<file path="src/rtl/regfile_wb_arbiter_if.sv">
// Writeback request bus between the N requesters and the register-file write-port arbiter.
// Requester i occupies bit i of valid/ready, bits [i*AW +: AW] of addr and bits [i*DW +: DW] of data.
interface regfile_wb_arbiter_if #(
  parameter int N_REQ = 3,
  parameter int DW    = 32,
  parameter int AW    = 5
);
  logic [N_REQ-1:0]    req_valid;
  logic [N_REQ*AW-1:0] req_addr;
  logic [N_REQ*DW-1:0] req_data;
  logic [N_REQ-1:0]    req_ready;

  modport master (output req_valid, req_addr, req_data, input req_ready);
  modport slave  (input req_valid, req_addr, req_data, output req_ready);
endinterface

</file>
<file path="src/rtl/regfile_wb_arbiter.sv">
// Round-robin write-port arbiter for the register file, with a zero-clear sweep after reset or clr_req.
// Optional feature: define REGFILE_ZERO_PROTECT_EN to suppress writes to register 0 from requesters.
module regfile_wb_arbiter #(
  parameter int N_REQ = 3,
  parameter int DW    = 32,
  parameter int AW    = 5
) (
  input  logic                 clk,
  input  logic                 rst,
  regfile_wb_arbiter_if.slave  req,
  input  logic                 wb_hold,
  input  logic                 clr_req,
  output logic                 we3,
  output logic [AW-1:0]        wa3,
  output logic [DW-1:0]        wd3,
  output logic                 init_done,
  output logic [2:0]           grant_idx
);

  typedef enum logic {CLEAR, ARB} state_t;

  localparam logic [AW:0] CLR_LAST = (AW+1)'((1 << AW) - 1);

  state_t        state;
  logic [AW:0]   clr_cnt;
  logic [2:0]    ptr;
  logic          gnt_found;
  logic [2:0]    gnt_idx;
  logic [3:0]    cand;
  logic [2:0]    ptr_nxt;
  logic [AW-1:0] gnt_addr;
  logic [DW-1:0] gnt_data;
  logic          gnt_we;

  // Rotating search from ptr; the first valid requester found wins.
  always_comb begin
    gnt_found = 1'b0;
    gnt_idx   = '0;
    cand      = '0;
    if (state == ARB && !wb_hold && !clr_req) begin
      for (int unsigned k = 0; k < N_REQ; k++) begin
        cand = {1'b0, ptr} + 4'(k);
        if (cand >= 4'(N_REQ)) cand = cand - 4'(N_REQ);
        if (!gnt_found && |(req.req_valid & (N_REQ'(1) << cand))) begin
          gnt_found = 1'b1;
          gnt_idx   = cand[2:0];
        end
      end
    end
    req.req_ready = gnt_found ? (N_REQ'(1) << gnt_idx) : '0;
    gnt_addr      = AW'(req.req_addr >> (AW * int'(gnt_idx)));
    gnt_data      = DW'(req.req_data >> (DW * int'(gnt_idx)));
    ptr_nxt       = (gnt_idx == 3'(N_REQ - 1)) ? 3'd0 : gnt_idx + 3'd1;
  end

`ifdef REGFILE_ZERO_PROTECT_EN
  // The handshake still completes for addr 0; only the write strobe is dropped.
  assign gnt_we = (gnt_addr != '0);
`else
  assign gnt_we = 1'b1;
`endif

  always_ff @(posedge clk or negedge rst) begin
    if (!rst) begin
      state     <= CLEAR;
      clr_cnt   <= '0;
      ptr       <= '0;
      we3       <= 1'b0;
      wa3       <= '0;
      wd3       <= '0;
      init_done <= 1'b0;
      grant_idx <= '0;
    end else begin
      case (state)
        CLEAR: begin
          we3 <= 1'b1;
          wa3 <= clr_cnt[AW-1:0];
          wd3 <= '0;
          if (clr_cnt == CLR_LAST) begin
            state     <= ARB;
            init_done <= 1'b1;
            clr_cnt   <= '0;
          end else begin
            clr_cnt <= clr_cnt + (AW+1)'(1);
          end
        end
        ARB: begin
          if (clr_req) begin
            state     <= CLEAR;
            init_done <= 1'b0;
            clr_cnt   <= '0;
            we3       <= 1'b0;
          end else if (gnt_found) begin
            we3       <= gnt_we;
            wa3       <= gnt_addr;
            wd3       <= gnt_data;
            ptr       <= ptr_nxt;
            grant_idx <= gnt_idx;
          end else begin
            we3 <= 1'b0;
          end
        end
        default: state <= CLEAR;
      endcase
    end
  end

endmodule

</file>
<file path="src/flat_wrapper.sv">
// flat-port wrapper written by rule: the top's interface ports become plain ports
module regfile_wb_arbiter_flat 
#(
  parameter int N_REQ = 3,
  parameter int DW    = 32,
  parameter int AW    = 5
)
  (clk, rst, wb_hold, clr_req, we3, wa3, wd3, init_done, grant_idx, req_req_valid, req_req_addr, req_req_data, req_req_ready);
  regfile_wb_arbiter_if #(.N_REQ(N_REQ), .DW(DW), .AW(AW)) req_i ();
  input  logic clk;
  input  logic rst;
  input  logic wb_hold;
  input  logic clr_req;
  output logic we3;
  output logic [AW-1:0] wa3;
  output logic [DW-1:0] wd3;
  output logic init_done;
  output logic [2:0] grant_idx;
  input wire logic [$bits(req_i.req_valid)-1:0] req_req_valid;
  input wire logic [$bits(req_i.req_addr)-1:0] req_req_addr;
  input wire logic [$bits(req_i.req_data)-1:0] req_req_data;
  output wire logic [$bits(req_i.req_ready)-1:0] req_req_ready;
  assign req_i.req_valid = req_req_valid;
  assign req_i.req_addr = req_req_addr;
  assign req_i.req_data = req_req_data;
  assign req_req_ready = req_i.req_ready;
  regfile_wb_arbiter #(.N_REQ(N_REQ), .DW(DW), .AW(AW)) u_core (.clk(clk), .rst(rst), .req(req_i), .wb_hold(wb_hold), .clr_req(clr_req), .we3(we3), .wa3(wa3), .wd3(wd3), .init_done(init_done), .grant_idx(grant_idx));
endmodule
</file>
<file path="config.mk">
export PLATFORM = sky130hd
export DESIGN_NAME = regfile_wb_arbiter_flat
export DESIGN_NICKNAME = d
export VERILOG_FILES = /design/src/rtl/regfile_wb_arbiter_if.sv /design/src/rtl/regfile_wb_arbiter.sv /design/src/flat_wrapper.sv
export SDC_FILE = /design/constraint.sdc
export NUM_CORES = 1
export LEC_CHECK = 0
export BUFFER_PORTS_ARGS = -buffer_cell sky130_fd_sc_hd__buf_2
export CAP_MARGIN = 20
export CELL_PAD_IN_SITES_DETAIL_PLACEMENT = 1
export CELL_PAD_IN_SITES_GLOBAL_PLACEMENT = 1
export CORE_MARGIN = 3
export CORE_UTILIZATION = 30
export CTS_CLUSTER_DIAMETER = 50
export CTS_CLUSTER_SIZE = 40
export DETAILED_ROUTE_END_ITERATION = 8
export HOLD_SLACK_MARGIN = 0.08
export PLACE_DENSITY = 0.74
export SLEW_MARGIN = 10
export SYNTH_ARGS = -nofsm -noshare
export SYNTH_HDL_FRONTEND = slang
export SYNTH_SLANG_ARGS = --single-unit
export TNS_END_PERCENT = 30
</file>
<file path="constraint.sdc">
create_clock -name clk -period 3.61 [get_ports clk]
set_input_delay 0.722 -clock clk [delete_from_list [all_inputs] [get_ports clk]]
set_output_delay 0.722 -clock clk [all_outputs]
set_load 0.02 [all_outputs]
</file>
==> metrics.txt <==
Seq cells post-synth=52; Final Util=0.4328; Post-synth EDFFs=0; Core Area=0.009955 mm²; Slew Limit Fails=0; GRT Total Usage=0.1804; Net Count, Synth=453; status=completed; Placer Congestion=~0.82; Ant. Diodes=0; Chip Height=108.3 µm; starting density of the core=0.3152; required time worst endpoint=2.89 ns; vias per inst=5.228; Synth area leader=dfrtp_1; Seq/Total Area, Yosys=0.4147; worst-path maximum fanout=10; Area Overhead vs Synth=37.28%; worst-margin pin slew=0.8663 ns; drt first pass iters=4; register share of total power=0.329; Worst Path Arrival=2.79 ns; number of H-tree levels=2; vias in the first global route=about 3400; Power Total=2.351 mW; sw frac=0.4061; syn_area_per_cell=9.596 µm²; Clock transition at path regs=0.10 ns; NumNets Final=616; max_slew headroom=0.4225; drt drc=0; final hold vios=0; IO Port Bufs=162; Root Driver=clkbuf_8; peak supply drop=239.3 µV; Final Skew=0.006860 ns; ys flop type=dfrtp_1; Post-Synthesis Cell Area=0.003138 mm²; cells after synthesis=between 300 and 400; synth unique cells=50; FFs w/ async S/R, synth=1.000; 1st-iter DRT viols=about 170; clock latency at the later pin of the worst-skew pair=around 0.30 ns; top post-synthesis cells by area=dfrtp_1 (41%), a21oi_1 (6.4%), nand2_1 (6.1%); Setup-failing EPs final=0; Crit. End Element=primary output; max cap viols=0; yosys warns=0; Comb power frac=0.501; TNS Setup=0 ns; Power Internal=1.396 mW; Sink Count=between 50 and 60; ANT nets after route=0; Hold Crit Depth=1; global-route wire length before repair=16.84 mm; die area=approximately 0.012 mm²; per-cell routed wire length=17.61 µm; share of cells above drive strength 1=0.4582; Reg2Reg Depth=15; Clk pwr share=0.170; CTS tree=yes; initial antenna violation count=0; Bufs on Longest Clock Path=2; share of the synthesized area in the top cell type=0.4147; Final period util=0.9716; vias=3262; area of the multi-input gates=between 0.0015 and 0.002 mm²; CP startpoint kind=flop; RSZ-0062 raised after global routing=true; drt total wl=10.99 mm; Worst Hold Class=reg -> reg; Finished Layout Cells=approximately 620; site row count=36; DP Cell Count=612; cts hold-fix bufs=0; Remaining Overflow, GRT=0; fin crit period=about 3.5 ns; pwr/cell area=545.7 mW/mm²; Die Width=108.3 µm; register area=0.001304 mm²; IO Pins=around 160; fillers=1202; WS Path Type=reg -> out; fmax=285.1 MHz; Final HPWL DP=approximately 8.4 mm; static leakage=about 2.3 nW; pin count of the biggest net entering global routing=39; NetSw=~0.95 mW; CTS Buf Count=5
stage by stage:
stage | setup WS, ns | area [µm²] | hold slack (ns)
after floorplan | 0.1737 | 3138 | 0.4264
after global placement | 0.2577 | 4080 | 0.4551
after detailed placement | 0.07077 | 4080 | 0.4688
after CTS | 0.004641 | 4220 | 0.4929
after global routing | -0.02223 | 4308 | 0.5186
final | 0.1027 | 4308 | 0.4874
sequential cells by signal, indices dropped and copies added (netlist names):
| name | flops |
|---|---|
| u_core.we3 | 1 |
| u_core.wa3 | 5 |
| u_core.state | 1 |
| u_core.wd3 | 32 |
| u_core.init_done | 1 |
| u_core.clr_cnt | 6 |
| u_core.grant_idx | 3 |
| u_core.ptr | 3 |
cells in the final DEF, fill, tap and decap left out, drive strengths merged, types with 4 or more instances in the layout:
master / instances
clkbuf: 6
a21o: 5
nand2: 52
dfrtp: 52
buf: 183
o21ai: 16
xnor2: 4
nand2b: 5
inv: 9
nor3: 6
a221o: 6
a21oi: 42
a222oi: 14
ha: 8
nor2: 13
nor2b: 7
nand3: 4
o22ai: 11
a221oi: 18
cells by family (layout without fill, tap and decap cells):
| logic type | after synthesis | after routing | synth area share |
|---|---|---|---|
| flops | 52 | 52 | 0.4147 |
| buf+inv | 36 | 200 | 0.07137 |
| simple gates | 99 | 99 | 0.1483 |
| fa+ha+maj | 8 | 8 | 0.03190 |
| xor+xnor | 6 | 6 | 0.01675 |
| compound gates | 124 | 124 | 0.3102 |
| mux | 2 | 2 | 0.006778 |
cell usage after synthesis (all sizes together), types with 3 or more instances:
| cell type | n |
|---|---|
| o22ai | 11 |
| buf | 17 |
| a21o | 5 |
| and2 | 3 |
| nand2 | 52 |
| o21ai | 16 |
| xnor2 | 4 |
| a221o | 6 |
| nor3 | 6 |
| nand2b | 5 |
| ha | 8 |
| a221oi | 18 |
| a21oi | 42 |
| nand3 | 4 |
| dfrtp | 52 |
| a222oi | 14 |
| nor2 | 13 |
| nor2b | 7 |
| clkbuf | 10 |
| inv | 9 |
repair_timing:
action	in CTS	in global routing
pin swaps	2	5
hold endpoints to repair	0	0
setup buffers	3	2
gates resized for setup	4	17
setup endpoints to repair	3	7
final timing paths:
path                                                 start                              end  slack [ns]
setup / recovery                 u_core.ptr[1]$_DFFE_PN0P_                 req_req_ready[0]        0.10
hold / removal             u_core.grant_idx[0]$_DFFE_PN0P_  u_core.grant_idx[0]$_DFFE_PN0P_        0.49
setup reg to reg                 u_core.ptr[1]$_DFFE_PN0P_        u_core.wa3[1]$_DFFE_PN0P_        0.26
hold reg to reg            u_core.grant_idx[0]$_DFFE_PN0P_  u_core.grant_idx[0]$_DFFE_PN0P_        0.49
max in group asynchronous                              rst        u_core.ptr[2]$_DFFE_PN0P_        2.34
min in group asynchronous                              rst        u_core.wa3[0]$_DFFE_PN0P_        0.53
metal layers:
layer	global-route usage	routed length, µm
met5	0	0
met2	0.3366	5699
met3	0.03881	765
met1	0.2157	4442
met4	0.02795	80
worst max-delay path: stages, from the launching register on:
cell	delay, ns
dfrtp_1	0.40
buf_6	0.15
ha_4	0.18
or3_4	0.35
a21o_1	0.20
a221oi_4	0.33
nor2_4	0.09
nand4_1	0.15
a311oi_4	0.10
buf_4	0.18
nor3_4	0.20
buf_6	0.14
cell type report:
cell class	count	share of cell area
sequential	52	0.3026
timing repair buffer	183	0.2315
inverter	9	0.007842
tap	133	0.03863
clock inverter	2	0.008132
clock buffer	6	0.01685
multi-input combinational	239	0.3944
power groups by stage:
stage                     Combinational [mW]  Sequential [mW]  Clock [mW]
after floorplan                        0.700            0.823           0
after global placement                  1.01            0.765           0
after detailed placement                1.06            0.773           0
after CTS                               1.08            0.763       0.413
after global routing                    1.30            0.791       0.437
final                                   1.18            0.774       0.399
Power figures use the tool's default switching activity.
